==> src/rtl/axilite_slave.sv <==
// AXI4-Lite slave endpoint (no B channel). Converts AW+W into one backend
// write start pulse and AR into one backend read start pulse, returning read
// data on R. Write and read paths are independent FSMs.
// Optional backend timeout: define AXILITE_SLAVE_TIMEOUT_EN.
module axilite_slave #(
   parameter int ADDR_WIDTH     = 12,
   parameter int DATA_WIDTH     = 32,
   parameter int TIMEOUT_CYCLES = 255
) (
   input  logic                      axi_aclk,
   input  logic                      axi_aresetn,
   input  logic                      axi_awvalid,
   input  logic [ADDR_WIDTH-1:0]     axi_awaddr,
   output logic                      axi_awready,
   input  logic                      axi_wvalid,
   input  logic [DATA_WIDTH-1:0]     axi_wdata,
   input  logic [DATA_WIDTH/8-1:0]   axi_wstrb,
   output logic                      axi_wready,
   input  logic                      axi_arvalid,
   input  logic [ADDR_WIDTH-1:0]     axi_araddr,
   output logic                      axi_arready,
   output logic                      axi_rvalid,
   output logic [DATA_WIDTH-1:0]     axi_rdata,
   input  logic                      axi_rready,
   output logic                      bk_wstart,
   output logic [ADDR_WIDTH-1:0]     bk_waddr,
   output logic [DATA_WIDTH-1:0]     bk_wdata,
   output logic [DATA_WIDTH/8-1:0]   bk_wstrb,
   input  logic                      bk_wdone,
   output logic                      bk_rstart,
   output logic [ADDR_WIDTH-1:0]     bk_raddr,
   input  logic [DATA_WIDTH-1:0]     bk_rdata,
   input  logic                      bk_rdone,
   output logic                      timeout_err
);

   // state    | meaning
   // W_ADDR   | idle, awready high, waiting for AW
   // W_DATA   | address held, wready high, waiting for W
   // W_REQ    | bk_wstart pulse cycle
   // W_WAIT   | waiting for bk_wdone (or timeout)
   // R_ADDR   | idle, arready high, waiting for AR
   // R_REQ    | bk_rstart pulse cycle
   // R_WAIT   | waiting for bk_rdone (or timeout)
   // R_DATA   | rvalid high until R handshake
   typedef enum logic [1:0] {W_ADDR, W_DATA, W_REQ, W_WAIT} w_state_t;
   typedef enum logic [1:0] {R_ADDR, R_REQ, R_WAIT, R_DATA} r_state_t;

   if (DATA_WIDTH != 32 || TIMEOUT_CYCLES < 1 || TIMEOUT_CYCLES > 65535) begin : g_param_check
      $error("axilite_slave: DATA_WIDTH must be 32 and TIMEOUT_CYCLES in 1..65535");
   end

   w_state_t                  w_state_q, w_state_d;
   r_state_t                  r_state_q, r_state_d;
   logic                      awready_q, awready_d;
   logic                      wready_q, wready_d;
   logic                      arready_q, arready_d;
   logic                      rvalid_q, rvalid_d;
   logic                      bk_wstart_q, bk_wstart_d;
   logic                      bk_rstart_q, bk_rstart_d;
   logic [ADDR_WIDTH-1:0]     waddr_q, waddr_d;
   logic [DATA_WIDTH-1:0]     wdata_q, wdata_d;
   logic [DATA_WIDTH/8-1:0]   wstrb_q, wstrb_d;
   logic [ADDR_WIDTH-1:0]     raddr_q, raddr_d;
   logic [DATA_WIDTH-1:0]     rdata_q, rdata_d;
   logic                      w_timeout;
   logic                      r_timeout;

`ifdef AXILITE_SLAVE_TIMEOUT_EN
   localparam logic [15:0] TIMEOUT_LIMIT = 16'(TIMEOUT_CYCLES);

   logic [15:0] w_cnt_q, w_cnt_d;
   logic [15:0] r_cnt_q, r_cnt_d;
   logic        timeout_err_q, timeout_err_d;

   // A done arriving in the limit cycle wins, so timeouts are qualified by !done.
   assign w_timeout = (w_state_q == W_WAIT) && !bk_wdone && (w_cnt_q == TIMEOUT_LIMIT);
   assign r_timeout = (r_state_q == R_WAIT) && !bk_rdone && (r_cnt_q == TIMEOUT_LIMIT);

   // Wait counters restart from zero each time a wait state is entered.
   always_comb begin
      w_cnt_d       = (w_state_q == W_WAIT) ? w_cnt_q + 16'd1 : 16'd0;
      r_cnt_d       = (r_state_q == R_WAIT) ? r_cnt_q + 16'd1 : 16'd0;
      timeout_err_d = timeout_err_q | w_timeout | r_timeout;
   end

   // Timeout counters and sticky error flag.
   always_ff @(posedge axi_aclk or negedge axi_aresetn) begin
      if (!axi_aresetn) begin
         w_cnt_q       <= '0;
         r_cnt_q       <= '0;
         timeout_err_q <= 1'b0;
      end else begin
         w_cnt_q       <= w_cnt_d;
         r_cnt_q       <= r_cnt_d;
         timeout_err_q <= timeout_err_d;
      end
   end

   assign timeout_err = timeout_err_q;
`else
   assign w_timeout   = 1'b0;
   assign r_timeout   = 1'b0;
   assign timeout_err = 1'b0;
`endif

   // Write FSM next state; channel flags are decoded from the next state so
   // they are registered yet line up with the state they belong to.
   always_comb begin
      w_state_d = w_state_q;
      waddr_d   = waddr_q;
      wdata_d   = wdata_q;
      wstrb_d   = wstrb_q;
      case (w_state_q)
         W_ADDR: if (axi_awvalid && awready_q) begin
            waddr_d   = axi_awaddr;
            w_state_d = W_DATA;
         end
         W_DATA: if (axi_wvalid && wready_q) begin
            wdata_d   = axi_wdata;
            wstrb_d   = axi_wstrb;
            w_state_d = W_REQ;
         end
         W_REQ:  w_state_d = W_WAIT;
         W_WAIT: if (bk_wdone || w_timeout) w_state_d = W_ADDR;
         default: w_state_d = W_ADDR;
      endcase
      awready_d   = (w_state_d == W_ADDR);
      wready_d    = (w_state_d == W_DATA);
      bk_wstart_d = (w_state_d == W_REQ);
   end

   // Read FSM next state, read data capture and registered channel flags.
   always_comb begin
      r_state_d = r_state_q;
      raddr_d   = raddr_q;
      rdata_d   = rdata_q;
      case (r_state_q)
         R_ADDR: if (axi_arvalid && arready_q) begin
            raddr_d   = axi_araddr;
            r_state_d = R_REQ;
         end
         R_REQ:  r_state_d = R_WAIT;
         R_WAIT: if (bk_rdone) begin
            rdata_d   = bk_rdata;
            r_state_d = R_DATA;
         end else if (r_timeout) begin
            rdata_d   = DATA_WIDTH'(32'hDEAD_BEEF);
            r_state_d = R_DATA;
         end
         R_DATA: if (axi_rready && rvalid_q) r_state_d = R_ADDR;
         default: r_state_d = R_ADDR;
      endcase
      arready_d   = (r_state_d == R_ADDR);
      rvalid_d    = (r_state_d == R_DATA);
      bk_rstart_d = (r_state_d == R_REQ);
   end

   // Write path registers.
   always_ff @(posedge axi_aclk or negedge axi_aresetn) begin
      if (!axi_aresetn) begin
         w_state_q   <= W_ADDR;
         awready_q   <= 1'b0;
         wready_q    <= 1'b0;
         bk_wstart_q <= 1'b0;
         waddr_q     <= '0;
         wdata_q     <= '0;
         wstrb_q     <= '0;
      end else begin
         w_state_q   <= w_state_d;
         awready_q   <= awready_d;
         wready_q    <= wready_d;
         bk_wstart_q <= bk_wstart_d;
         waddr_q     <= waddr_d;
         wdata_q     <= wdata_d;
         wstrb_q     <= wstrb_d;
      end
   end

   // Read path registers.
   always_ff @(posedge axi_aclk or negedge axi_aresetn) begin
      if (!axi_aresetn) begin
         r_state_q   <= R_ADDR;
         arready_q   <= 1'b0;
         rvalid_q    <= 1'b0;
         bk_rstart_q <= 1'b0;
         raddr_q     <= '0;
         rdata_q     <= '0;
      end else begin
         r_state_q   <= r_state_d;
         arready_q   <= arready_d;
         rvalid_q    <= rvalid_d;
         bk_rstart_q <= bk_rstart_d;
         raddr_q     <= raddr_d;
         rdata_q     <= rdata_d;
      end
   end

   assign axi_awready = awready_q;
   assign axi_wready  = wready_q;
   assign axi_arready = arready_q;
   assign axi_rvalid  = rvalid_q;
   assign axi_rdata   = rdata_q;
   assign bk_wstart   = bk_wstart_q;
   assign bk_waddr    = waddr_q;
   assign bk_wdata    = wdata_q;
   assign bk_wstrb    = wstrb_q;
   assign bk_rstart   = bk_rstart_q;
   assign bk_raddr    = raddr_q;

endmodule

==> config.mk <==
export PLATFORM = sky130hd
export DESIGN_NAME = axilite_slave
export DESIGN_NICKNAME = d
export VERILOG_FILES = /design/src/rtl/axilite_slave.sv
export SDC_FILE = /design/constraint.sdc
export NUM_CORES = 1
export LEC_CHECK = 0
export ABC_AREA = 1
export BUFFER_PORTS_ARGS = -buffer_cell sky130_fd_sc_hd__buf_2
export CAP_MARGIN = 20
export CORE_MARGIN = 4
export CORE_UTILIZATION = 31
export CTS_CLUSTER_DIAMETER = 50
export DETAILED_ROUTE_END_ITERATION = 12
export GPL_TIMING_DRIVEN = 0
export SYNTH_ARGS = -nofsm -noshare
export SYNTH_HDL_FRONTEND = slang
export SYNTH_SLANG_ARGS = --single-unit
export TNS_END_PERCENT = 50
==> constraint.sdc <==
create_clock -name axi_aclk -period 2.53 [get_ports axi_aclk]
set_clock_uncertainty 0.05 [all_clocks]
set_input_delay 0.253 -clock axi_aclk [delete_from_list [all_inputs] [get_ports axi_aclk]]
set_output_delay 0.253 -clock axi_aclk [all_outputs]
set_load 0.02 [all_outputs]
## Yosys cells after proc, flatten, opt, wreduce, memory -nomap -nowiden

Index checks and enable logic that the tools add are counted.

| operators by class | value |
|---|---|
| mux-type cells | 8 |
| eq/ne operators | 10 |
| reduce and logical (&&, ||, !) cells | 12 |

Operator list:

| cell | number |
|---|---|
| case mux 2 bit (4 select lines) | 2 |
| == test 2 bit (second input constant) | 6 |
| 2-to-1 mux 2 bit | 6 |
| == test 2 x 1 -> 1 bit (second input constant) | 4 |
| zero test 2 bit | 4 |
| AND reduction 2 bit | 4 |
| logical AND 1 bit | 4 |

| storage, ports and cells | value |
|---|---|
| input bits | 100 |
| flip-flop bits (word level) | 102 |
| logic and storage cells | 43 |
| output and inout bits | 99 |

## Logic depth before layout (Yosys ltp)

Gate-level depths: netlist of the first run.

| depth | value |
|---|---|
| word-level depth | 4 |
| mapped depth | 7 |
| mapped depth without buffers | 6 |

## Least setup slack after synthesis of the first run

No wires, ideal clock.

| timing | value |
|---|---|
| path type | register to register |
| from | register wready_q, in the netlist axi_wready |
| to | register wdata_q[0], in the netlist bk_wdata[0] |
| period minus slack after synthesis | 1.213 ns |
| arrival time | 1.046 ns |
| slack | 1.317 ns |
| stages on the path, launching flop included | 7 |
| buffers on the path | 1 |
| library setup time | 0.117 ns |
| required time | 2.363 ns |
| cells stage by stage | dfrtp_1 nand2_1 nor2_4 inv_2 buf_4 nand2_1 nand2_1 |

| between the ends | value |
|---|---|
| longest elaborated chain between the ends | 2 |

RTL lines:

| item | RTL line | text |
|---|---|---|
| start, declared | 56 | `logic wready_q, wready_d;` |
| start signal, assigned | 172 | `wready_q <= wready_d;` |
| logical AND 1 bit | 119 | `W_DATA: if (axi_wvalid && wready_q) begin` |
| AND reduction 2 bit (no source line) | n/a |  |
| end signal, assigned | 175 | `wdata_q <= wdata_d;` |
| end, declared | 62 | `logic [DATA_WIDTH-1:0] wdata_q, wdata_d;` |

No other way between the ends.
A chain may end at the register's enable or synchronous reset.

## Worst setup path after layout of the first run

| timing | value |
|---|---|
| from | register w_state_q[0] |
| to | register waddr_q[2], in the netlist bk_waddr[2] |

| between the ends | value |
|---|---|
| longest elaborated chain between the ends | 2 |

RTL lines:

| item | RTL line | text |
|---|---|---|
| start, declared | 53 | `w_state_t w_state_q, w_state_d;` |
| start signal, assigned | 170 | `w_state_q <= w_state_d;` |
| zero test 2 bit | 114 | `case (w_state_q)` |
| AND reduction 2 bit (no source line) | n/a |  |
| end signal, assigned | 174 | `waddr_q <= waddr_d;` |
| end, declared | 61 | `logic [ADDR_WIDTH-1:0] waddr_q, waddr_d;` |

No other way between the ends.

==> results of run 1 <==
## metrics by stage
| stage | setup WS, ns | power [W] | instances |
|---|---|---|---|
| after floorplan | 1.32 | 0.00453 | 434 |
| after global placement | 0.0726 | 0.00559 | 803 |
| after detailed placement | 1.23 | 0.00568 | 804 |
| after CTS | 1.22 | 0.00711 | 821 |
| after global routing | 1.14 | 0.00750 | 821 |
| final | 1.23 | 0.00699 | 821 |
## worst max-delay path by stage
| stage | endpoint | slack (ns) |
|---|---|---|
| floorplan | bk_wdata[0] | 1.32 |
| global placement | bk_raddr[7] | 0.07 |
| detailed placement | bk_waddr[2] | 1.23 |
| CTS | bk_waddr[10] | 1.22 |
| global route | bk_waddr[5] | 1.14 |
| finish | bk_waddr[2] | 1.23 |
## report_power, final
part | total, W | switching [W] | internal (W)
Sequential | 0.00272 | 0.000382 | 0.00234
Clock | 0.00140 | 0.000579 | 0.000820
Combinational | 0.00287 | 0.00190 | 0.000973
Total | 0.00699 | 0.00286 | 0.00413
## cells in the mapped netlist
| cell type | instances |
|---|---|
| sky130_fd_sc_hd__o21ai_0 | 27 |
| sky130_fd_sc_hd__clkbuf_8 | 1 |
| sky130_fd_sc_hd__buf_4 | 6 |
| sky130_fd_sc_hd__o21ai_1 | 2 |
| sky130_fd_sc_hd__buf_2 | 5 |
| sky130_fd_sc_hd__buf_6 | 5 |
| sky130_fd_sc_hd__conb_1 | 1 |
| sky130_fd_sc_hd__nand2_1 | 212 |
| sky130_fd_sc_hd__nor2_4 | 1 |
| sky130_fd_sc_hd__nor2_1 | 8 |
| sky130_fd_sc_hd__o21ai_2 | 3 |
| sky130_fd_sc_hd__clkbuf_1 | 3 |
| sky130_fd_sc_hd__inv_2 | 2 |
| sky130_fd_sc_hd__dfrtp_1 | 102 |
| sky130_fd_sc_hd__nand2_2 | 1 |
| sky130_fd_sc_hd__nand3_1 | 15 |
| sky130_fd_sc_hd__inv_1 | 39 |
| sky130_fd_sc_hd__nand3b_4 | 1 |
## layout make-up
cell class | instances | area (um^2)
buffer | 20 | 151
timing repair buffer | 199 | 1030
multi-input combinational | 271 | 1110
clock inverter | 3 | 42.5
fill | 1262 | 7050
tap | 172 | 215
sequential | 102 | 2550
inverter | 41 | 154
clock buffer | 13 | 260
## worst min-delay path, stage by stage
cell and delay (ns):
sky130_fd_sc_hd__buf_2 0.08, sky130_fd_sc_hd__nand2_1 0.04, sky130_fd_sc_hd__nand2_1 0.04
## layer usage
metal	vias to the layer above	wire length, um
met3	15	972
met1	1577	4310
li1	1725	-
met5	-	13
met4	2	195
met2	134	4810
## flip-flops by register name (all words and copies together), names as in the netlist
name         cells
axi_rdata       32
bk_wdata        32
bk_raddr        12
bk_waddr        12
bk_wstrb         4
r_state_q        2
w_state_q        2
axi_arready      1
axi_awready      1
axi_rvalid       1
axi_wready       1
bk_rstart        1
bk_wstart        1
## cells by family (layout without fill, tap and decap cells)
| kind of cell | count (synthesis) | in the layout | synth area share, % |
|---|---|---|---|
| compound gates | 32 | 32 | 4.32 |
| buf+inv | 61 | 276 | 7.69 |
| flops | 102 | 102 | 64.3 |
| other cells | 1 | 1 | 0.0944 |
| simple gates | 238 | 238 | 23.6 |
==> flow_results.org, run 1 <==
** Status
- Status :: complete, no violations

** Cells and area
- After routing the design area is approximately 5500 um^2.
- Most frequent standard cell in the layout excluding fill and tap cells :: sky130_fd_sc_hd__nand2_1
- Top library cells by usage in the layout, fill and taps aside :: 212 x sky130_fd_sc_hd__nand2_1, 201 x sky130_fd_sc_hd__buf_2, 102 x sky130_fd_sc_hd__dfrtp_1
- In the final layout, the share of cells above drive strength 1 is about 37%.
- Final core occ :: 43.9%
- 0 antenna diodes ended up in the layout.
- In the final design database the tool counted 744 nets.
- From synthesis to final layout, the design area changed by 38.9%.

** Timing
- Hold is met by around 0.055 ns.
- Setup violations remaining at the end of the flow were counted as 0.
- Crit share post-route :: between 50% and 60%
- The final hold violation count was 0.
- In this run the tightest slew margin relative to its limit is 56.9%.
- Static timing analysis puts the maximum clock frequency at about 0.77 GHz.
- Max-slew violations :: 0
- Slew of the pin with the lowest slew margin :: approximately 0.65 ns
- Shortest period the worst path allows :: roughly 1.3 ns
- After routing, the total negative slack on setup checks comes to 0 ns.
- Setup repair after global routing left no endpoint under its margin.

** Setup path
- Together, buffers and inverters on the worst path number 1.
- STA classifies the critical path endpoint as a flop.
- Worst path cell trace :: nor2_1 -> nand2_1 -> buf_2 -> nand2_1 -> nand2_1
- STA puts the critical path data required time at around 2.7 ns.
- Worst Reg2Reg Path Length in Cells :: 5
- Critical Setup Path Class :: flop to flop
- Across all register-to-register paths, the minimum setup slack is 1.23 ns.
- The cell family contributing the most delay on the critical path is simple AND/OR/NAND/NOR gates.
- In this design, the stage delay of the slowest critical-path cell is between 0.4 and 0.5 ns.
- Startpoint class of the critical path :: flop
- The most critical setup path has its startpoint at w_state_q[0].
- In this design, the critical path's most frequently occurring cell is sky130_fd_sc_hd__nand2_1.
- Logic depth of the worst setup path including buffers :: 5
- For the worst setup path, the data arrival time is approximately 1.5 ns.
- In this run the critical register-to-register path is launched from w_state_q[0].
- The slowest stage of the critical path belongs to the cell sky130_fd_sc_hd__dfrtp_1.
- Critical-path maximum fanout :: 10
- The endpoint identified for the worst register-to-register timing path is bk_waddr[2].

** Drt
- DRC :: 0
- First-iteration detailed-routing DRC count :: between 100 and 150
- The final layout contains routed wiring with a total length of between 10 and 15 mm.
- Via density per instance :: about 4.2
- Via count :: between 3000 and 4000
- Dividing the detail-routed wire length by the instance count gives roughly 13 um.
- The detail route stage leaves a number of antenna-violating nets equal to 0.
- Total iterations of the first detailed-routing run :: 4

** Global routing
- Overflow left after global routing :: 0
- For this run, global-route usage on met2 was measured as roughly 22%.
- Met1 routing resource usage after global routing :: between 10% and 20%
- Via count of the first global-routing pass :: between 3000 and 4000
- Entering global routing, the biggest net connects 54 pins.
- The first global-routing pass estimated between 15 and 20 mm of wire.
- Total routing resource utilization after global routing :: between 10 and 15%
- Fraction of met3 tracks used by global routing :: 5.03%
- After global routing, the most crowded layer is met2.
- The number of antenna violations at the first check in global routing is 1.

** Floorplan
- The core region is between 10000 and 15000 um^2.
- Pin placement for this block handled around 200 I/O pins.
- Once the floorplan was initialized, standard cells occupied around a third of the core.
- The die is 121 um wide.
- In this run the vertical extent of the chip is about 120 um.
- The floorplan has 41 rows.
- The die covers about 15000 um^2.

** Clock network
- For this design, the sink count on the clock tree is between 100 and 150.
- Cell at the root of the clock tree :: sky130_fd_sc_hd__clkbuf_16
- Total number of H-tree levels :: 3
- After clock tree synthesis, the clock-pin slew on the worst setup and hold paths is about 0.070 ns.
- Clk buf depth :: 2
- Resized Gates After CTS :: 0
- Insertion delay of the later-clocked pin in the worst-skew pair :: 0.34 ns
- The number of hold buffers added after CTS was 1.
- After clock tree synthesis, the setup repair step added 0 buffers.
- CTS tree :: built
- Clock tree synthesis inserted a total of 9 buffers.

** Place
- During placement, the flow inserted port buffers numbering 197.
- Detailed placer's ending HPWL :: between 8 and 9 mm
- Placer Congestion :: approximately 0.76
- Instance area after placement :: around 5200 um^2

** Yosys
- After synthesis, the netlist uses 18 different library cells.
- Summing every instance area after synthesis gives 3970 um^2.
- By area the synthesized netlist is led by sky130_fd_sc_hd__dfrtp_1 64%, sky130_fd_sc_hd__nand2_1 20%, sky130_fd_sc_hd__inv_1 3.7%.
- Mean Syn Cell Area :: between 9 and 10 um^2
- Proportion of synthesized chip area in sequential cells :: around 64%
- The largest total area in the synthesized netlist belongs to sky130_fd_sc_hd__dfrtp_1.
- Syn. warnings :: 0
- Mapped Nets :: between 500 and 600
- Synthesis produced between 400 and 500 cells.
- The synthesized design contains 102 register bits.
- In this run the biggest area consumer among cell types represents 64.3% of the synthesized area.

** Hold path
- For hold timing, the worst endpoint is bk_raddr[7].
- In this run the worst hold path is classified as primary input to flop.
- In this run the most critical hold path is launched from axi_araddr[7].
- Min-Delay Path Depth :: 3

** Power and ir drop
- P_leak :: 3.31 nW
- Maximum resistive drop on vdd :: around 0.00057 V
- Dividing total power by cell area gives a power density of 1270 nW/um^2.

** Run
- Max-cap violation count :: 0
(Power assumes the default switching activity.)
==> run 2: changes to the inputs <==
Clock period 2.53 ns to 1.2 ns, I/O delays scaled along.
==> run 2 against run 1 <==
Net effect:
- the flow now finishes with violations (setup timing)
- wire length grew 20%
- count of clock-buffer cells in the layout shrank 4
- die area is the same
- total power grew 140%
- maximum frequency grew 6.0%
- flip-flop and latch count is the same
- via count grew 15%
- clock power grew 120%
- global-route usage grew 2.8 points
- critical path type unchanged
==> flow_results.org, run 2 (synthesized netlist as in run 1, its figures left out) <==
** Drt
- DRC :: 0
- Number of routed nets with antenna violations :: 0
- Via count :: approximately 4000
- Dividing the detail-routed wire length by the instance count gives between 10 and 15 um.
- Total wire length :: between 10 and 15 mm
- Total iterations of the first detailed-routing run :: 4
- In this run, the number of DRC markers left after iteration 0 of detailed routing was between 150 and 200.
- Via density per instance :: 4.26

** Setup path
- In this run the critical register-to-register path is captured at axi_rdata[6].
- In this design, the stage delay of the slowest critical-path cell is approximately 0.42 ns.
- The setup check on the worst reg-to-reg path leaves a slack of -0.03 ns.
- Of all nets on the critical path, the largest fanout is 10.
- Cell type of the slowest stage on the worst timing path :: sky130_fd_sc_hd__dfrtp_1
- Traced cell by cell, the critical path runs through nand3b_4 -> clkbuf_16 -> buf_12 -> nand2_1 -> o21ai_1.
- For the worst setup path, the data required time is 1.37 ns.
- Worst Reg2Reg Path Length in Cells :: 5
- Startpoint of the most critical register-to-register path :: r_state_q[0]
- Startpoint class of the critical path :: flop
- Kind of end point of the critical path :: flop
- The worst setup path is of the flop to flop kind.
- Arrival @ worst endpoint :: around 1.4 ns

** Timing
- Setup-failing EPs final :: 27
- RSZ-0062 raised after global routing :: yes
- Max-slew violations :: 0
- Crit share post-route :: 102%
- Final Hold Slack :: about 0.08 ns
- Final critical-path setup slack :: -0.0288 ns
- Number of endpoints with negative hold slack in the final report :: 0
- Based on the critical path, the design can be clocked at up to around 0.8 GHz.
- The routed design could run at a clock period as short as 1.23 ns.

** Hold path
- For hold timing, the worst endpoint is axi_rvalid.
- The worst hold path begins at axi_rready.
- Path category of the worst min-delay check :: primary input to flop
- Min-Delay Path Depth :: 4

** Cells and area
- Top library cells by usage in the layout, fill and taps aside :: 196 x sky130_fd_sc_hd__buf_2, 169 x sky130_fd_sc_hd__nand2_1, 100 x sky130_fd_sc_hd__dfrtp_1
- The number of antenna diodes in the final layout is 0.
- Fin nets :: around 860
- Relative to the synthesized area, the layout overhead comes to 75.6%.
- Most frequent standard cell in the layout excluding fill and tap cells :: sky130_fd_sc_hd__buf_2
- Fraction of layout cells with a size suffix above 1 :: between 40 and 50%
- Fin cells :: ~930

** Global routing
- Global routing finished with a remaining overflow of 0.
- Entering global routing, the biggest net connects between 50 and 60 pins.
- Via count of the first global-routing pass :: between 4000 and 5000
- Number of antenna violations at the first check in global routing :: 0
- Total routing resource utilization after global routing :: about 17%
- Wire length of the first global-routing pass :: around 20 mm

** Power and ir drop
- IR analysis of the VDD net gives a maximum drop of about 0.0012 V.
- Overall power of the completed layout :: about 0.016 W
- P_leak :: slightly below 4 nW
- In this run the power density over the cells is 2360 nW/um^2.

** Floorplan
- Horizontal die dimension :: 121 um
- Area of the core region :: between 10000 and 15000 um^2
- Die Height :: around 120 um
- 199 I/O pins were placed.
- The die covers roughly 15000 um^2.
- The floorplan has 41 rows.
- Initial standard-cell utilization of the core :: about a third

** Place
- Placer Congestion :: 0.739
- Counting tap cells, the placed design contains a total of around 800 instances.
- The count of buffers added on input and output ports is slightly below 200.
- At the placement stage, the worst setup path has a slack of -0.119 ns.
- Detailed placer's ending HPWL :: just under 8 mm

** Clock network
- CTS tree :: built
- The clock passes through at most 2 buffers.
- At the later pin of the worst-skew pair, clock insertion delay measures around 0.34 ns.
- Total number of H-tree levels :: 3
- Cell at the root of the clock tree :: sky130_fd_sc_hd__clkbuf_16
- TritonCTS Buffers :: 9
- Clock-pin slew was measured on the worst setup and hold paths at approximately 0.07 ns.
- Clock sink count :: 102

** Run
- Max-cap violation count :: 0

** Status
- The run finished, with violations left.
- Violations in the final reports :: setup timing
## run 2: cell count changes in the layout (fill, tap and decap cells not counted), sizes merged
cell	delta
dlygate4sd3	+92
buf	+17
clkinvlp	+3
clkbuf	-2
bufinv	+1
## run 2: layout make-up
cell class	instances	area, um^2
buffer	20	236
timing repair buffer	310	2180
tap	172	215
sequential	102	2550
clock inverter	7	98.8
inverter	41	161
multi-input combinational	271	1300
clock buffer	9	225
fill	1096	5600
## run 2: per-layer routing
layer | track usage, % | up-vias | wire, um
met2 | 29.0 | 150 | 6200
met4 | 6.58 | 0 | 297
met1 | 19.8 | 1843 | 4860
li1 | - | 1953 | -
met5 | 0 | - | 0
met3 | 5.03 | 26 | 954
## run 2: timing repair
item	CTS	global route
cloned	2	3
pin swaps	14	15
hold endpoints to repair	139	0
buffers inserted	12	3
hold buffers	93	0
resized for setup	42	85
setup endpoints to repair	77	146
## run 2: metrics by stage
stage	utilization (%)	setup TNS, ns	area, um^2
3_5_place_dp	41.4	-2.49	5200
6_report	55.5	-0.191	6970
4_1_cts	53.3	-0.233	6700
3_3_place_gp	41.2	-114.91	5170
2_1_floorplan	-	0	3970
5_1_grt	55.5	-4.15	6970
## run 2: power by group
group / internal (W) / switching [W] / leakage (nW)
clock network: 0.00183 / 0.00131 / 0.144
logic: 0.00298 / 0.00449 / 2.52
registers: 0.00494 / 0.000904 / 1.29
## run 2: worst max-delay path by stage
stage                       from            end  slack (ns)  cells after the start
finish              r_state_q[0]   axi_rdata[6]       -0.03                      5
detailed placement  w_state_q[0]    bk_waddr[4]       -0.12                      5
CTS                 w_state_q[0]    bk_wdata[5]       -0.02                      7
global route        w_state_q[0]   bk_wdata[21]       -0.08                      7
global placement     axi_aresetn     axi_wready       -1.30                      1
floorplan           r_state_q[0]  axi_rdata[24]        0.04                      5
## run 2: critical path: cells and delay by family, from the launching register on
kind | cells | cell delay [ns]
simple gates | 2 | 0.24
flops | 1 | 0.42
buf+inv | 2 | 0.33
compound gates | 1 | 0.07
==> run 3: changes to the inputs <==
--- a/config.mk
+++ b/config.mk
@@ -7,3 +7,2 @@
 export LEC_CHECK = 0
-export ABC_AREA = 1
 export BUFFER_PORTS_ARGS = -buffer_cell sky130_fd_sc_hd__buf_2
==> constraint.sdc (replaced) <==
create_clock -name axi_aclk -period 1.15 [get_ports axi_aclk]
set_clock_uncertainty 0.05 [all_clocks]
set_input_delay 0.1725 -clock axi_aclk [delete_from_list [all_inputs] [get_ports axi_aclk]]
set_output_delay 0.1725 -clock axi_aclk [all_outputs]
set_load 0.02 [all_outputs]
==> run 3 against run 2 <==
Net effect:
- the flow finishes with violations (hold timing, setup timing)
- area after synthesis is 0.19% lower
- clock power is 4% lower
- synthesized cell count is 47% lower
- critical endpoint is now bk_wdata[29]
==> flow_results.org, run 3 <==
** Drt
- Once detail routing completed, the nets flagged for antenna violations numbered 0.
- Mean routed wirelength per cell :: between 10 and 15 um
- In the routed design, unresolved DRC markers number 0.
- Using the TritonRoute via totals, the vias-per-cell ratio works out to around 4.3.
- The first routing iteration left a little over 80 violations.
- Wires add up to just over 10 mm.
- Routed metal-1 wire length :: around 4.0 mm
- Via count :: roughly 3000
- Met2 wire length :: 5.02 mm
- Total iterations of the first detailed-routing run :: 4
- In this run the top signal layer used is met4.
- Wire segments on met3 add up to about 850 um in the final route.

** Yosys
- Most frequent cells after synthesis :: 102 x sky130_fd_sc_hd__dfrtp_1, 65 x sky130_fd_sc_hd__mux2_2, 27 x sky130_fd_sc_hd__mux2_4
- After synthesis, flip-flops and latches occupy 64.4% of the total area.
- After synthesis the netlist holds a flip-flop and latch count of between 100 and 150.
- Cell taking the most area after synthesis :: sky130_fd_sc_hd__dfrtp_1
- Yosys mapped the design onto 26 distinct sky130hd cell types.
- Most frequently used cell type in the post-synthesis netlist :: sky130_fd_sc_hd__dfrtp_1
- Syn. warnings :: 0
- Synthesis produced around 230 cells.
- Flip-flop cell with the highest count after synthesis :: sky130_fd_sc_hd__dfrtp_1
- Mapped Nets :: 329
- In this run, synthesis inferred 0 flip-flops with an integrated enable.
- Largest cells by area after synthesis :: sky130_fd_sc_hd__dfrtp_1 64%, sky130_fd_sc_hd__mux2_2 18%, sky130_fd_sc_hd__mux2_4 10%
- Proportion of register bits with asynchronous set or reset after synthesis :: between 90% and 100%
- Mean Syn Cell Area :: ~17 um^2
- Cell area after technology mapping :: 3960 um^2
- The synthesized design devotes to its leading area cell type between 60% and 70% of total area.

** Floorplan
- Initial standard-cell utilization of the core :: between 30% and 40%
- Horizontal die dimension :: between 100 and 150 um
- Die Height :: 121 um
- Ports placed on the boundary :: 199
- Die area :: between 10000 and 15000 um^2
- The initialized floorplan defines approximately 40 standard-cell rows.
- Area of the core region :: 12600 um^2

** Clock network
- CTS saw between 100 and 150 sinks.
- Counting the buffers created by CTS gives 9.
- Clk buf depth :: 2
- Clock latency on the worst-skew pair, taken at its later pin, is approximately 0.34 ns.
- Clock-pin slew of the registers on the worst-case setup and hold paths :: ~0.060 ns
- The H-tree was split into 3 levels.
- TritonCTS built the clock tree.
- Buffers inserted to repair hold after CTS numbered 58.
- Cell at the root of the clock tree :: sky130_fd_sc_hd__clkbuf_16

** Place
- The number of placed instances, taps included, is about 600.
- Summing all placed instances gives a cell area of 5230 um^2.
- Buffers placed on the I/O ports in this run total just under 200.
- Detailed placer's ending HPWL :: approximately 6.7 mm
- Pre-CTS setup slack :: -0.442 ns
- Placer Congestion :: between 0.6 and 0.7

** Run
- Max-cap violations in this run came to 0.

** Cells and area
- Final core occ :: 51.3%
- The repair_antennas step left the layout with diodes totalling 0.
- Cells with a size suffix above 1 make up roughly 65% of the layout.
- Once layout is complete, the cells apart from fillers number between 600 and 700.
- Most frequent standard cell in the layout excluding fill and tap cells :: sky130_fd_sc_hd__buf_2
- Layout area overhead :: 62.7%
- At the end of the flow, the number of nets in the layout was a little over 600.
- Post-layout instance area :: between 6000 and 7000 um^2
- The library cells used most frequently in the layout, excluding fill and tap cells, are 190 x sky130_fd_sc_hd__buf_2, 99 x sky130_fd_sc_hd__dfrtp_1, 58 x sky130_fd_sc_hd__dlygate4sd3_1.
- Number of filler instances in the final layout :: 1059

** Timing
- The count of final max-slew check failures was 0.
- Hold timing on the final database bottoms out at a slack of -0.194 ns.
- Final critical-path setup slack :: -0.364 ns
- Setup violations remaining at the end of the flow were counted as slightly below 100.
- Subtracting the final worst setup slack from the clock period gives ~1.5 ns.
- Slew of the pin with the lowest slew margin :: between 0.6 and 0.7 ns
- Derived from the worst setup path, the maximum achievable clock frequency is ~0.66 GHz.
- RSZ-0062 raised after global routing :: yes
- Slew Limit Headroom :: 56.0%
- Crit share post-route :: 132%
- The final hold violation count was a little under 50.

** Setup path
- Cell type of the slowest stage on the worst timing path :: sky130_fd_sc_hd__dfrtp_2
- Of all nets on the critical path, the largest fanout is 10.
- Worst path cell trace :: and4b_4 -> buf_8 -> buf_12 -> mux2_4
- The setup check on the worst reg-to-reg path leaves a slack of -0.36 ns.
- The worst setup path is captured at a flop.
- For this run, the slowest stage of the critical path takes around 0.4 ns.
- Critical path buffers and inverters :: 2
- Data on the critical path is required at its endpoint by between 1 and 1.5 ns.
- Critical Setup Path Class :: flop to flop
- Data on the critical path arrives at its endpoint at around 1.7 ns.
- Worst path top cell family by delay :: flip-flops
- Startpoint class of the critical path :: flop

** Status
- The checks that failed: hold timing, setup timing.
- The run finished, with violations left.

** Hold path
- The worst hold path belongs to the class primary input to async pin.

** Global routing
- The number of antenna violations at the first check in global routing came to 0.
- Overflow left after global routing :: 0
- Wire length of the first global-routing pass :: around 16 mm
- In the global route stage, overall resource usage came out at a little over an eighth.
- The number of global-route vias before repair was ~3200.
- Entering global routing, the biggest net connects 54 pins.

** Power and ir drop
- Maximum resistive drop on vdd :: 0.00134 V
- Power spread over the standard cell area amounts to about 2700 nW/um^2.
- For this design the static power due to leakage is between 3 and 4 nW.
==> run 3: cell types whose count changed after synthesis, sizes merged, moves of 7 or more <==
| cell | delta |
|---|---|
| mux2 | +92 |
| nor2 | -7 |
| nand3 | -14 |
| nand2 | -210 |
| inv | -41 |
| o21ai | -31 |
==> run 3: logic make-up after synthesis <==
kind of cell,count (synthesis),synth area share (%)
other cells,1,0.0946
compound gates,9,1.58
flops,102,64.4
mux,92,28.7
buf+inv,12,3.03
simple gates,13,2.21
==> run 3: area by class of cell <==
cell class	instances	area (um^2)	share of cell area, %
sequential	102	2560	39.6
clock inverter	1	30.0	0.466
buffer	12	150	2.33
timing repair buffer	273	1870	29.0
multi-input combinational	115	1370	21.2
clock buffer	13	260	4.03
tap	172	215	3.34
==> run 3: path summary, 6_finish.rpt <==
path                            endpoint         start  cells past startpoint
max                         bk_wdata[29]  w_state_q[1]                      4
min                        axi_rdata[21]   axi_aresetn                      1
max reg2reg                 bk_wdata[29]  w_state_q[1]                      4
min reg2reg                 axi_rdata[1]  axi_rdata[1]                      1
max in group asynchronous   w_state_q[1]   axi_aresetn                      2
min in group axi_aclk      axi_rdata[15]  bk_rdata[15]                      2
==> run 3: stage by stage <==
| stage | TNS (ns) | hold slack (ns) | power (W) |
|---|---|---|---|
| finish | -28.52 | -0.194 | 0.0173 |
| floorplan | -21.27 | -0.173 | 0.0110 |
| detailed placement | -31.92 | 0.198 | 0.0135 |
| CTS | -28.02 | -0.175 | 0.0173 |
| global route | -34.10 | -0.150 | 0.0183 |
| global placement | -151.83 | 0.354 | 0.0134 |
==> run 3: repair_timing <==
action                     4_1_cts  5_1_grt
setup endpoints to repair      100      108
cloned                           3        1
setup buffers                    9        4
pin swaps                        1        1
hold endpoints to repair       107       49
gates resized for setup         21       19
==> run 3: where the power goes <==
part	internal, W	switching [W]
registers	0.00533	0.000893
clock network	0.00178	0.00124
logic	0.00406	0.00404
total	0.0112	0.00617
==> run 3: per-layer routing <==
metal	up-vias	GRT usage, %
li1	1367	-
met1	1431	16.2
met2	117	22.4
met3	18	4.15
met4	0	7.08
met5	-	0
